$ cat src/rtl/hazard_ctrl_if.sv
// Hazard-control bundle: ID/EX pipeline status towards the sequencer and the
// hold/flush/bubble controls back to the pipeline registers.
interface hazard_ctrl_if #(
  parameter int STAT_W = 32
);
  logic [4:0]        id_ra;
  logic [4:0]        id_rb;
  logic              id_use_ra;
  logic              id_use_rb;
  logic              id_md_start;
  logic              id_hl_read;
  logic [4:0]        ex_rw;
  logic              ex_regWr;
  logic [1:0]        ex_memtoreg;
  logic              ex_redirect;
  logic              pc_stall;
  logic              ifid_stall;
  logic              ifid_flush;
  logic              hazard;
  logic              BranchBubble;
  logic              md_busy;
  logic [STAT_W-1:0] stall_cnt;

  modport master (
    output id_ra, id_rb, id_use_ra, id_use_rb, id_md_start, id_hl_read,
           ex_rw, ex_regWr, ex_memtoreg, ex_redirect,
    input  pc_stall, ifid_stall, ifid_flush, hazard, BranchBubble, md_busy, stall_cnt
  );

  modport slave (
    input  id_ra, id_rb, id_use_ra, id_use_rb, id_md_start, id_hl_read,
           ex_rw, ex_regWr, ex_memtoreg, ex_redirect,
    output pc_stall, ifid_stall, ifid_flush, hazard, BranchBubble, md_busy, stall_cnt
  );
endinterface

$ cat src/rtl/hazard_ctrl.sv
// Pipeline sequencer: load-use and mult/div hazard stalls, EX redirect squash,
// multi-cycle mult/div tracking and a saturating stall-cycle counter.
module hazard_ctrl #(
  parameter int MD_LAT = 32,
  parameter int CNT_W  = 6,
  parameter int STAT_W = 32
) (
  input  logic          clk,
  input  logic          rst_n,
  hazard_ctrl_if.slave  bus
);

  typedef enum logic {IDLE, BUSY} md_state_e;

  md_state_e         state_q;
  logic [CNT_W-1:0]  md_cnt_q;
  logic [STAT_W-1:0] stall_cnt_q;
  logic [STAT_W-1:0] stall_cnt_d;

  logic busy;
  logic lu;
  logic sh;
  logic stall;
  logic issue;

  function automatic logic [STAT_W-1:0] sat_inc(input logic [STAT_W-1:0] v);
    return (&v) ? v : v + STAT_W'(1);
  endfunction

  always_comb begin
    busy  = (state_q == BUSY);
    lu    = bus.ex_regWr & (bus.ex_memtoreg == 2'd1) & (bus.ex_rw != 5'd0) &
            ((bus.id_use_ra & (bus.id_ra == bus.ex_rw)) |
             (bus.id_use_rb & (bus.id_rb == bus.ex_rw)));
    sh    = busy & (bus.id_md_start | bus.id_hl_read);
    // A redirect kills the ID instruction, so there is nothing left to stall.
    stall = (lu | sh) & ~bus.ex_redirect;
    issue = bus.id_md_start & ~stall & ~bus.ex_redirect;
    stall_cnt_d = stall ? sat_inc(stall_cnt_q) : stall_cnt_q;
  end

  assign bus.pc_stall     = rst_n & stall;
  assign bus.ifid_stall   = rst_n & stall;
  assign bus.hazard       = rst_n & stall;
  assign bus.ifid_flush   = rst_n & bus.ex_redirect;
  assign bus.BranchBubble = rst_n & bus.ex_redirect;
  assign bus.md_busy      = rst_n & busy;
  assign bus.stall_cnt    = rst_n ? stall_cnt_q : '0;

  // The in-flight op is older than any redirect, so only reset aborts BUSY.
  always_ff @(posedge clk) begin
    if (!rst_n) begin
      state_q     <= IDLE;
      md_cnt_q    <= '0;
      stall_cnt_q <= '0;
    end else begin
      stall_cnt_q <= stall_cnt_d;
      case (state_q)
        IDLE: begin
          if (issue) begin
            state_q  <= BUSY;
            md_cnt_q <= CNT_W'(MD_LAT - 1);
          end
        end
        BUSY: begin
          if (md_cnt_q == '0) begin
            state_q <= IDLE;
          end else begin
            md_cnt_q <= md_cnt_q - CNT_W'(1);
          end
        end
        default: state_q <= IDLE;
      endcase
    end
  end

endmodule
$ cat src/flat_wrapper.sv
// flat-port wrapper written by rule: the top's interface ports become plain ports
module hazard_ctrl_flat 
#(
  parameter int MD_LAT = 32,
  parameter int CNT_W  = 6,
  parameter int STAT_W = 32
)
  (clk, rst_n, bus_id_ra, bus_id_rb, bus_id_use_ra, bus_id_use_rb, bus_id_md_start, bus_id_hl_read, bus_ex_rw, bus_ex_regWr, bus_ex_memtoreg, bus_ex_redirect, bus_pc_stall, bus_ifid_stall, bus_ifid_flush, bus_hazard, bus_BranchBubble, bus_md_busy, bus_stall_cnt);
  hazard_ctrl_if #(.STAT_W(STAT_W)) bus_i ();
  input  logic clk;
  input  logic rst_n;
  input wire logic [$bits(bus_i.id_ra)-1:0] bus_id_ra;
  input wire logic [$bits(bus_i.id_rb)-1:0] bus_id_rb;
  input wire logic [$bits(bus_i.id_use_ra)-1:0] bus_id_use_ra;
  input wire logic [$bits(bus_i.id_use_rb)-1:0] bus_id_use_rb;
  input wire logic [$bits(bus_i.id_md_start)-1:0] bus_id_md_start;
  input wire logic [$bits(bus_i.id_hl_read)-1:0] bus_id_hl_read;
  input wire logic [$bits(bus_i.ex_rw)-1:0] bus_ex_rw;
  input wire logic [$bits(bus_i.ex_regWr)-1:0] bus_ex_regWr;
  input wire logic [$bits(bus_i.ex_memtoreg)-1:0] bus_ex_memtoreg;
  input wire logic [$bits(bus_i.ex_redirect)-1:0] bus_ex_redirect;
  output wire logic [$bits(bus_i.pc_stall)-1:0] bus_pc_stall;
  output wire logic [$bits(bus_i.ifid_stall)-1:0] bus_ifid_stall;
  output wire logic [$bits(bus_i.ifid_flush)-1:0] bus_ifid_flush;
  output wire logic [$bits(bus_i.hazard)-1:0] bus_hazard;
  output wire logic [$bits(bus_i.BranchBubble)-1:0] bus_BranchBubble;
  output wire logic [$bits(bus_i.md_busy)-1:0] bus_md_busy;
  output wire logic [$bits(bus_i.stall_cnt)-1:0] bus_stall_cnt;
  assign bus_i.id_ra = bus_id_ra;
  assign bus_i.id_rb = bus_id_rb;
  assign bus_i.id_use_ra = bus_id_use_ra;
  assign bus_i.id_use_rb = bus_id_use_rb;
  assign bus_i.id_md_start = bus_id_md_start;
  assign bus_i.id_hl_read = bus_id_hl_read;
  assign bus_i.ex_rw = bus_ex_rw;
  assign bus_i.ex_regWr = bus_ex_regWr;
  assign bus_i.ex_memtoreg = bus_ex_memtoreg;
  assign bus_i.ex_redirect = bus_ex_redirect;
  assign bus_pc_stall = bus_i.pc_stall;
  assign bus_ifid_stall = bus_i.ifid_stall;
  assign bus_ifid_flush = bus_i.ifid_flush;
  assign bus_hazard = bus_i.hazard;
  assign bus_BranchBubble = bus_i.BranchBubble;
  assign bus_md_busy = bus_i.md_busy;
  assign bus_stall_cnt = bus_i.stall_cnt;
  hazard_ctrl #(.MD_LAT(MD_LAT), .CNT_W(CNT_W), .STAT_W(STAT_W)) u_core (.clk(clk), .rst_n(rst_n), .bus(bus_i));
endmodule
$ cat config.mk
export PLATFORM = sky130hd
export DESIGN_NAME = hazard_ctrl_flat
export DESIGN_NICKNAME = d
export VERILOG_FILES = /design/src/rtl/hazard_ctrl_if.sv /design/src/rtl/hazard_ctrl.sv /design/src/flat_wrapper.sv
export SDC_FILE = /design/constraint.sdc
export NUM_CORES = 1
export LEC_CHECK = 0
export ABC_AREA = 1
export ABC_CLOCK_PERIOD_IN_PS = 2560
export CAP_MARGIN = 20
export CORE_MARGIN = 3
export CORE_UTILIZATION = 52
export DETAILED_ROUTE_END_ITERATION = 7
export GPL_ROUTABILITY_DRIVEN = 0
export PLACE_DENSITY = 0.81
export SETUP_SLACK_MARGIN = 0.5
export SKIP_LAST_GASP = 1
export SYNTH_ARGS = -nofsm -noshare
export SYNTH_HDL_FRONTEND = slang
export SYNTH_SLANG_ARGS = --single-unit
$ cat constraint.sdc
create_clock -name clk -period 2.56 [get_ports clk]
set_clock_uncertainty 0.1 [all_clocks]
set_input_delay 0.384 -clock clk [delete_from_list [all_inputs] [get_ports clk]]
set_output_delay 0.384 -clock clk [all_outputs]
set_load 0.1 [all_outputs]
==> Word level (Yosys, flattened, before mapping) <==
Cells that the tools add are included.
{ "word_totals": {"memories": 0, "rom_bits": 0, "latchBits": 0, "out_inout_bits": 38, "ramBits": 0, "register_bits": 39} }
{ "op_classes": {"reduce_logical": 5, "n_shift": 0, "n_addsub": 2, "muxes": 7, "eq_ne": 5, "multipliers": 0, "n_bitwise": 19, "order_cmp": 0, "div": 0} }
{ "op_table": {"columns": ["op", "count"], "rows": [
  ["32-bit by 1-bit adder with 32-bit output (second input constant)", 1],
  ["32-bit 2-to-1 mux", 1],
  ["32-bit AND reduction", 1],
  ["1-bit AND", 12],
  ["6-bit 2-to-1 mux", 2],
  ["6-bit case mux with 2 select lines", 1],
  ["5-bit equality test", 2],
  ["6-bit zero test", 1],
  ["6-bit by 1-bit subtractor with 6-bit output (second input constant)", 1],
  ["5-bit nonzero test", 1],
  ["1-bit inverter", 4],
  ["2-bit AND reduction", 2],
  ["1-bit bitwise OR", 3],
  ["2-bit by 1-bit equality test with 1-bit output (second input constant)", 1],
  ["1-bit 2-to-1 mux", 2],
  ["2-bit by 1-bit != test with 1-bit output (second input constant)", 1],
  ["2-bit != test (second input constant)", 1],
  ["1-bit case mux with 2 select lines", 1]
]} }

==> Depth between registers and ports, before layout <==
Gate-level depths: netlist of run 1.
{ "depth": {"depth_word": 11, "depth_mapped": 12, "mapped_depth_nobuf": 12} }

==> Worst setup path after synthesis of run 1 <==
Ideal clock, no wire load.
{ "synth_timing": {"path_type": "input port to output port", "start": "in bus_ex_rw[1]", "end": "out bus_ifid_stall", "path_stages": 12, "t_arrival_ps": 2977, "required_ps": 2076, "path_slack_ps": -901, "path_cell_list": "inv_1 nand2_1 nand2_1 nor2_1 nand3_1 nand2_1 nand2_1 nand2_1 buf_2 nand2_1 nor2_1 buf_4"} }
{ "synth_via": {"elab_chain_cells": 7, "word_cells_on_any_way": 11, "classes_between": "2 x eq/ne; 8 x bitwise; 1 x reduce/logical"} }
{ "synth_lines": {"columns": ["element", "line", "rtl"], "rows": [
  ["start, declared", "flat_wrapper.sv:18", "input wire logic [$bits(bus_i.ex_rw)-1:0] bus_ex_rw;"],
  ["5-bit equality test (on tied branches)", "hazard_ctrl.sv:33, hazard_ctrl.sv:34", null],
  ["1-bit AND (on tied branches)", "hazard_ctrl.sv:33, hazard_ctrl.sv:34", null],
  ["1-bit bitwise OR", "hazard_ctrl.sv:33", "((bus.id_use_ra & (bus.id_ra == bus.ex_rw)) |"],
  ["1-bit AND *", "hazard_ctrl.sv:32", "lu = bus.ex_regWr & (bus.ex_memtoreg == 2'd1) & (bus.ex_rw != 5'd0) &"],
  ["1-bit bitwise OR *", "hazard_ctrl.sv:37", "stall = (lu | sh) & ~bus.ex_redirect;"],
  ["1-bit AND *", "hazard_ctrl.sv:37", null],
  ["1-bit AND *", null, null],
  ["end, declared", "flat_wrapper.sv:23", "output wire logic [$bits(bus_i.ifid_stall)-1:0] bus_ifid_stall;"]
]} }
Mark *: on every way between the ends. The rest lies on a longest branch, timed or not.

==> Worst setup path after layout of run 1 <==
{ "layout_timing": {"start": "in rst_n", "end": "out bus_BranchBubble"} }
{ "layout_via": {"elab_chain_cells": 1} }
{ "layout_lines": {"columns": ["element", "line", "rtl"], "rows": [
  ["start, declared", "flat_wrapper.sv:11", "input logic rst_n;"],
  ["1-bit AND", "hazard_ctrl.sv:46", "assign bus.BranchBubble = rst_n & bus.ex_redirect;"],
  ["end, declared", "flat_wrapper.sv:26", "output wire logic [$bits(bus_i.BranchBubble)-1:0] bus_BranchBubble;"]
]} }
No other way between the ends.

==> metrics.csv, run 1 <==
metric,value,unit
finalSetupTns,0,ps
drive_above_1_share,18.5,%
area_growth,43.4,%
cp_slowest_cell,clkdlybuf4s50_1,
vias_per_cell,5.42,
num-fill-cells,440,
synthTopCellsByArea,"nand2_1 26%, dfxtp_1 25%, nor2_1 8.6%",
fin_crit_sh,79.9,%
grt_pass1_vias,3474,
synth.top_cells.by_count,"212 x nand2_1, 70 x nor2_1, 65 x inv_1",
grt_pass1_wl,15300,um
routed_wl,8940,um
min_from,u_core.md_cnt_q[1],
clock_path_buffers,2,
die_x,82.9,um
ant_nets,0,
reg2regPathDepth,10,
synth_top_area_share,25.9,%
reg2reg_slack,630,ps
num_vias,3729,
wl_per_cell,13.0,um
cts_tree,done,
grt.overflow.total,0,
fmax,489,MHz
avgSynthCellArea,5.60,um^2
hold_path_depth,2,
die_height,82.9,um
fin_total_pwr,1.32,mW
synthCells,549,
post-route-min-period,2050,ps
p_sw_share,30.2,%
holdWs,395,ps
synth-async-reset-ratio,0,%
dp_hpwl,6500,um
r2r-end,u_core.stall_cnt_q[3],
critPathKind,in2out,
rows,27,
root_buffer,clkbuf_8,
ys_ff_latch,39,
grt_setup_unrepaired,yes,
internal_power,918,uW
synth_fp_nets,576,
hold_violations,0,
final_util,78.6,%
dp.cells,671,
cp_data_arrival_time,1560,ps
max_stage_delay,460,ps
max_cap_viol_count,0,
ys_seq_area_share,25.4,%
hold_buffers,0,
antenna_cells,0,
cp-end-kind,primary output,
synth_area_leader_cell,nand2_1,
yosysUniqueCellTypes,23,
die-area,0.00687,mm^2
run_status,"complete, no violations",
cp-start-kind,primary input,
min_path_type,reg2reg,
path_cells,clkdlybuf4s50_1 > buf_6 > buf_4 > nand2_1 > clkinvlp_4 > buf_12,
powerDensity,298,mW/mm^2
slew_viol_final,0,
cts_num_sinks,39,
final_cell_count_no_fill,688,
drtIter0Drc,367,
h-tree-depth,2,
ioPinCount,63,
min_to,u_core.md_cnt_q[1],
cellLeakagePower,2.04,nW
p_switching,397,uW
rr_startpoint,u_core.stall_cnt_q[0],
required,2080,ps
nets,642,
ys.warnings.count,0,
core_area,0.00561,mm^2
cts_buffers,5,
grt.total_usage,25.5,%
io_buffers,62,
comb_power_share,20.7,%
synth_flop_cell,dfxtp_1,
clkPwrFrac,31.3,%
clk_latency,290,ps
crit_path_max_fanout,5,
firstDrtPassIters,8,
antenna_found_initial,0,
path_buf_inv,5,
slew_headroom,70.3,%
irDropWorstVdd,0.411,mV
post-route-drc-count,0,
final-setup-viol-count,0,
syn_area,0.00307,mm^2
post-synth-top-count-cell,nand2_1,
worst_slew_pin_slew,442,ps
crit_family,buffers and inverters,
grt_max_degree,34,
synth_edf_count,0,
seqPwrFrac,48.0,%
start_util,54.8,%
clk_pin_slew_worst_paths,80,ps
-- layout by cell type (no fill, tap or decap), types with 6 or more instances in the layout --
cell type  instances
nand3_1           12
nor2_1            68
buf_4             15
inv_2              7
nand2_2           10
nand3b_1          15
nand4_1           37
xor2_1            12
nand2_1          202
buf_6              9
dfxtp_1           37
inv_1             60
buf_12            39
a21oi_1           35
buf_8              6
-- worst reg2reg max path: stages, from the launching register on --
cell and delay, ps:
dfxtp_4 400, ha_1 180, nand2_1 100, inv_2 90
nand4_1 130, nor2_2 190, nand4_4 130, nand3_4 170
buf_4 150, nand2_1 70, a21oi_1 150
-- stage by stage --
stage | setup WS, ps | instance area [um^2]
2_1_floorplan | 167 | 3180
3_3_place_gp | 63.7 | 4170
3_5_place_dp | -29.4 | 4170
4_1_cts | 505 | 4270
5_1_grt | 440 | 4410
6_report | 514 | 4410
-- cell type report --
| type | count | area, um^2 | area share [%] |
|---|---|---|---|
| Timing Repair Buffer | 82 | 1190 | 27.0 |
| Multi-Input combinational cell | 412 | 1940 | 44.1 |
| Tap cell | 72 | 90.1 | 2.04 |
| Inverter | 75 | 313 | 7.10 |
| Clock inverter | 2 | 12.5 | 0.284 |
| Sequential cell | 39 | 786 | 17.8 |
| Clock buffer | 6 | 72.6 | 1.65 |
-- how the worst max path moves through the flow --
stage,endpoint,from,depth (start not counted)
after floorplan,bus_ifid_stall,bus_id_ra[2],12
after global placement,bus_ifid_stall,bus_ex_rw[3],12
after detailed placement,bus_ifid_stall,bus_ex_rw[3],12
after CTS,bus_ifid_stall,bus_ex_rw[3],12
after global routing,bus_pc_stall,bus_ex_rw[2],12
final,bus_BranchBubble,rst_n,6
-- state kept, by name, indices dropped and copies added, names as in the netlist --
| signal | count |
|---|---|
| u_core.stall_cnt_q | 32 |
| u_core.md_cnt_q | 6 |
| u_core.busy | 1 |
-- metal layers --
| metal | vias to the layer above | global-route usage [%] | part of all wire, % |
|---|---|---|---|
| met1 | 1642 | 32.5 | 41 |
| li1 | 1841 | - | - |
| met4 | 0 | 6.69 | 2.5 |
| met3 | 33 | 4.46 | 9.0 |
| met5 | - | 0 | 0 |
| met2 | 213 | 44.1 | 47 |
-- power groups by stage --
| stage | sequential (mW) | combinational (mW) | clock (mW) |
|---|---|---|---|
| after floorplan | 0.642 | 0.170 | 0 |
| after global placement | 0.645 | 0.244 | 0 |
| after detailed placement | 0.646 | 0.254 | 0 |
| after CTS | 0.632 | 0.249 | 0.416 |
| after global routing | 0.633 | 0.298 | 0.436 |
| final | 0.631 | 0.273 | 0.411 |
-- logic make-up after synthesis --
kind of cell	after synthesis	share of synthesized area, %
flip-flops	39	25.4
AO/OA/AOI/OAI	38	6.19
XOR/XNOR	16	4.56
AND/OR/NAND/NOR	356	49.8
buffers and inverters	98	13.2
adder cells (fa/ha/maj)	2	0.814
-- repair_timing --
item | 4_1_cts | 5_1_grt
pin swaps | 19 | 25
setup buffers | 7 | 2
resized for setup | 59 | 52
setup endpoints to repair | 35 | 65
hold endpoints to repair | 0 | 0
Note: power is estimated with default switching activity, not from simulation.
==> run 2, diff against run 1 <==
--- a/config.mk
+++ b/config.mk
@@ -6,7 +6,7 @@
 export NUM_CORES = 1
 export LEC_CHECK = 0
 export ABC_AREA = 1
-export ABC_CLOCK_PERIOD_IN_PS = 2560
+export ABC_CLOCK_PERIOD_IN_PS = 2000
 export CAP_MARGIN = 20
 export CORE_MARGIN = 3
 export CORE_UTILIZATION = 52
==> constraint.sdc (replaced) <==
create_clock -name clk -period 2 [get_ports clk]
set_clock_uncertainty 0.1 [all_clocks]
set_input_delay 0.3 -clock clk [delete_from_list [all_inputs] [get_ports clk]]
set_output_delay 0.3 -clock clk [all_outputs]
set_load 0.1 [all_outputs]
==> run 2 against run 1 <==
The run now ends with design-rule violations, negative setup slack left. Wire length up 89%. Non-clock buffer count up 23. Die area unchanged. Sequential share of layout area down 2.1 points. Via count up 29%. Sequential cell count unchanged. Sequential power up 28%. Clock-buffer cell count down 1. Critical path type is now reg2reg.
==> metrics.csv, run 2 (synthesized netlist as in run 1, its figures left out) <==
metric,value,unit,change
run_status,finished with violations,,"was complete, no violations"
violations,"design-rule violations, negative setup slack",,
reg2regPathDepth,8,,was 10
fin_crit_sh,102,%,
required,2160,ps,was 2080 ps
clk_pin_slew_worst_paths,100,ps,was 80 ps
drtIter0Drc,1189,,was 367
r2r-end,u_core.stall_cnt_q[15],,was u_core.stall_cnt_q[3]
rows,27,,unchanged
setup_ws,-43.6,ps,was 514 ps
crit_path_max_fanout,5,,unchanged
grt.total_usage,32.1,%,was 25.5%
core_area,0.00561,mm^2,unchanged
clock_path_buffers,2,,unchanged
fmax,489,MHz,
top_register,u_core.stall_cnt_q,,unchanged
mostFrequentLayoutCells,"144 x nand2_1, 58 x nor2_1, 41 x buf_12",,"was 202 x nand2_1, 68 x nor2_1, 60 x inv_1"
cp_slowest_cell,dfxtp_4,,was clkdlybuf4s50_1
grt_pass1_wl,18500,um,was 15300 um
vias_per_cell,6.77,,was 5.42
start_util,54.8,%,unchanged
min_to,u_core.md_cnt_q[0],,was u_core.md_cnt_q[1]
grt_max_degree,34,,unchanged
root_buffer,clkbuf_8,,unchanged
holdWs,360,ps,was 395 ps
path_cells,buf_4 > nand2_1 > nor2_4 > nand2_1 > nor2_4 > xor2_1 > nand4_1 > a21oi_2,,was clkdlybuf4s50_1 > buf_6 > buf_4 > nand2_1 > clkinvlp_4 > buf_12
cp-start-kind,register,,was primary input
cp_data_arrival_time,2200,ps,was 1560 ps
ant_nets,0,,unchanged
hold_violations,0,,unchanged
io_buffers,62,,unchanged
antenna_cells,0,,unchanged
fin_total_pwr,2.09,mW,was 1.32 mW
final_cell_count_no_fill,712,,was 688
area_growth,76.2,%,was 43.4%
wl_per_cell,23.7,um,was 13.0 um
dp.cells,683,,was 671
firstDrtPassIters,8,,unchanged
min_path_type,in2reg,,was reg2reg
cts_num_sinks,39,,unchanged
die-area,0.00687,mm^2,unchanged
min_from,rst_n,,was u_core.md_cnt_q[1]
die_height,82.9,um,unchanged
cellLeakagePower,2.11,nW,was 2.04 nW
rr_startpoint,u_core.stall_cnt_q[1],,was u_core.stall_cnt_q[0]
slew_headroom,66.3,%,was 70.3%
ioPinCount,63,,unchanged
critPathKind,reg2reg,,was in2out
post-route-min-period,2040,ps,
nets,666,,was 642
max_stage_delay,380,ps,was 460 ps
worst_slew_pin_slew,506,ps,was 442 ps
dp_hpwl,7360,um,was 6500 um
num_vias,4818,,was 3729
grt_pass1_vias,4113,,was 3474
die_x,82.9,um,unchanged
routed_wl,16900,um,was 8940 um
reg2reg_slack,-40,ps,was 630 ps
grt_setup_unrepaired,yes,,unchanged
h-tree-depth,2,,unchanged
max_cap_viol_count,0,,unchanged
drive_above_1_share,48.3,%,was 18.5%
num-fill-cells,117,,was 440
grt.overflow.total,0,,unchanged
largest_reg_flops,32,,unchanged
slew_viol_final,0,,unchanged
hold_path_depth,4,,was 2
final-setup-viol-count,5,,was 0
clk_latency,330,ps,was 290 ps
cp-end-kind,register,,was primary output
post-route-drc-count,104,,was 0
powerDensity,385,mW/mm^2,was 298 mW/mm^2
cts_buffers,5,,unchanged
cts_tree,done,,unchanged
antenna_found_initial,0,,unchanged
irDropWorstVdd,0.438,mV,was 0.411 mV
final_common_cell,nand2_1,,unchanged
[run 2: cell count changes in the layout (fill, tap and decap cells not counted), sizes merged]
cell / change
inv: -33
clkinvlp: +32
buf: +26
clkbuf: -3
clkdlybuf4s50: -2
bufinv: +1
clkinv: +1
dlygate4sd2: +1
nand2: +1
[run 2: how the worst max path moves through the flow]
| stage | from | end |
|---|---|---|
| 2_1_floorplan | bus_id_ra[2] | bus_ifid_stall |
| 6_report | u_core.stall_cnt_q[1] | u_core.stall_cnt_q[15] |
| 3_5_place_dp | bus_ex_rw[3] | bus_pc_stall |
| 4_1_cts | bus_ex_rw[3] | bus_pc_stall |
| 5_1_grt | u_core.stall_cnt_q[27] | u_core.stall_cnt_q[30] |
| 3_3_place_gp | bus_ex_rw[3] | bus_hazard |
[run 2: layer usage]
metal | wire, um | GRT usage (%)
met1 | 5310 | 34.8
met3 | 2320 | 7.14
met4 | 1840 | 16.8
met5 | 0 | 0
met2 | 7400 | 57.9
[run 2: through the flow]
step,TNS (ps),utilization (%),cell area (um^2),setup WS [ps]
finish,-162,96.5,5410,-43.6
global route,-795,96.5,5410,-85.5
CTS,0,87.1,4890,164
detailed placement,-13850,80.1,4490,-447
global placement,-10750,80.1,4490,-381
floorplan,-449,-,3440,-225
[run 2: power breakdown]
group / internal [mW] / switching [mW] / leakage (nW) / total, mW
combinational: 0.206 / 0.336 / 1.72 / 0.542
clock: 0.373 / 0.365 / 0.0581 / 0.737
sequential: 0.782 / 0.0251 / 0.336 / 0.807
[run 2: what timing repair did]
action	CTS	global route
gates cloned	3	1
resized for setup	144	138
pin swaps	46	41
buffers inserted	11	6
setup endpoints to repair	71	77
hold buffers	0	0
[run 2: final cells by class]
type,count,area (um^2),share of cell area (%)
clock buffer,5,68.8,1.27
inverter,75,440,8.13
clock inverter,3,43.8,0.809
multi-input combinational,413,2450,45.3
tap,72,90.1,1.66
sequential,39,850,15.7
timing repair buffer,105,1470,27.2
[run 2: worst max-delay path: cells and delay by family, from the launching register on]
kind,cells,cell delay [ps]
AO/OA/AOI/OAI,1,200
buffers and inverters,1,150
flip-flops,1,380
XOR/XNOR,1,200
AND/OR/NAND/NOR,5,950
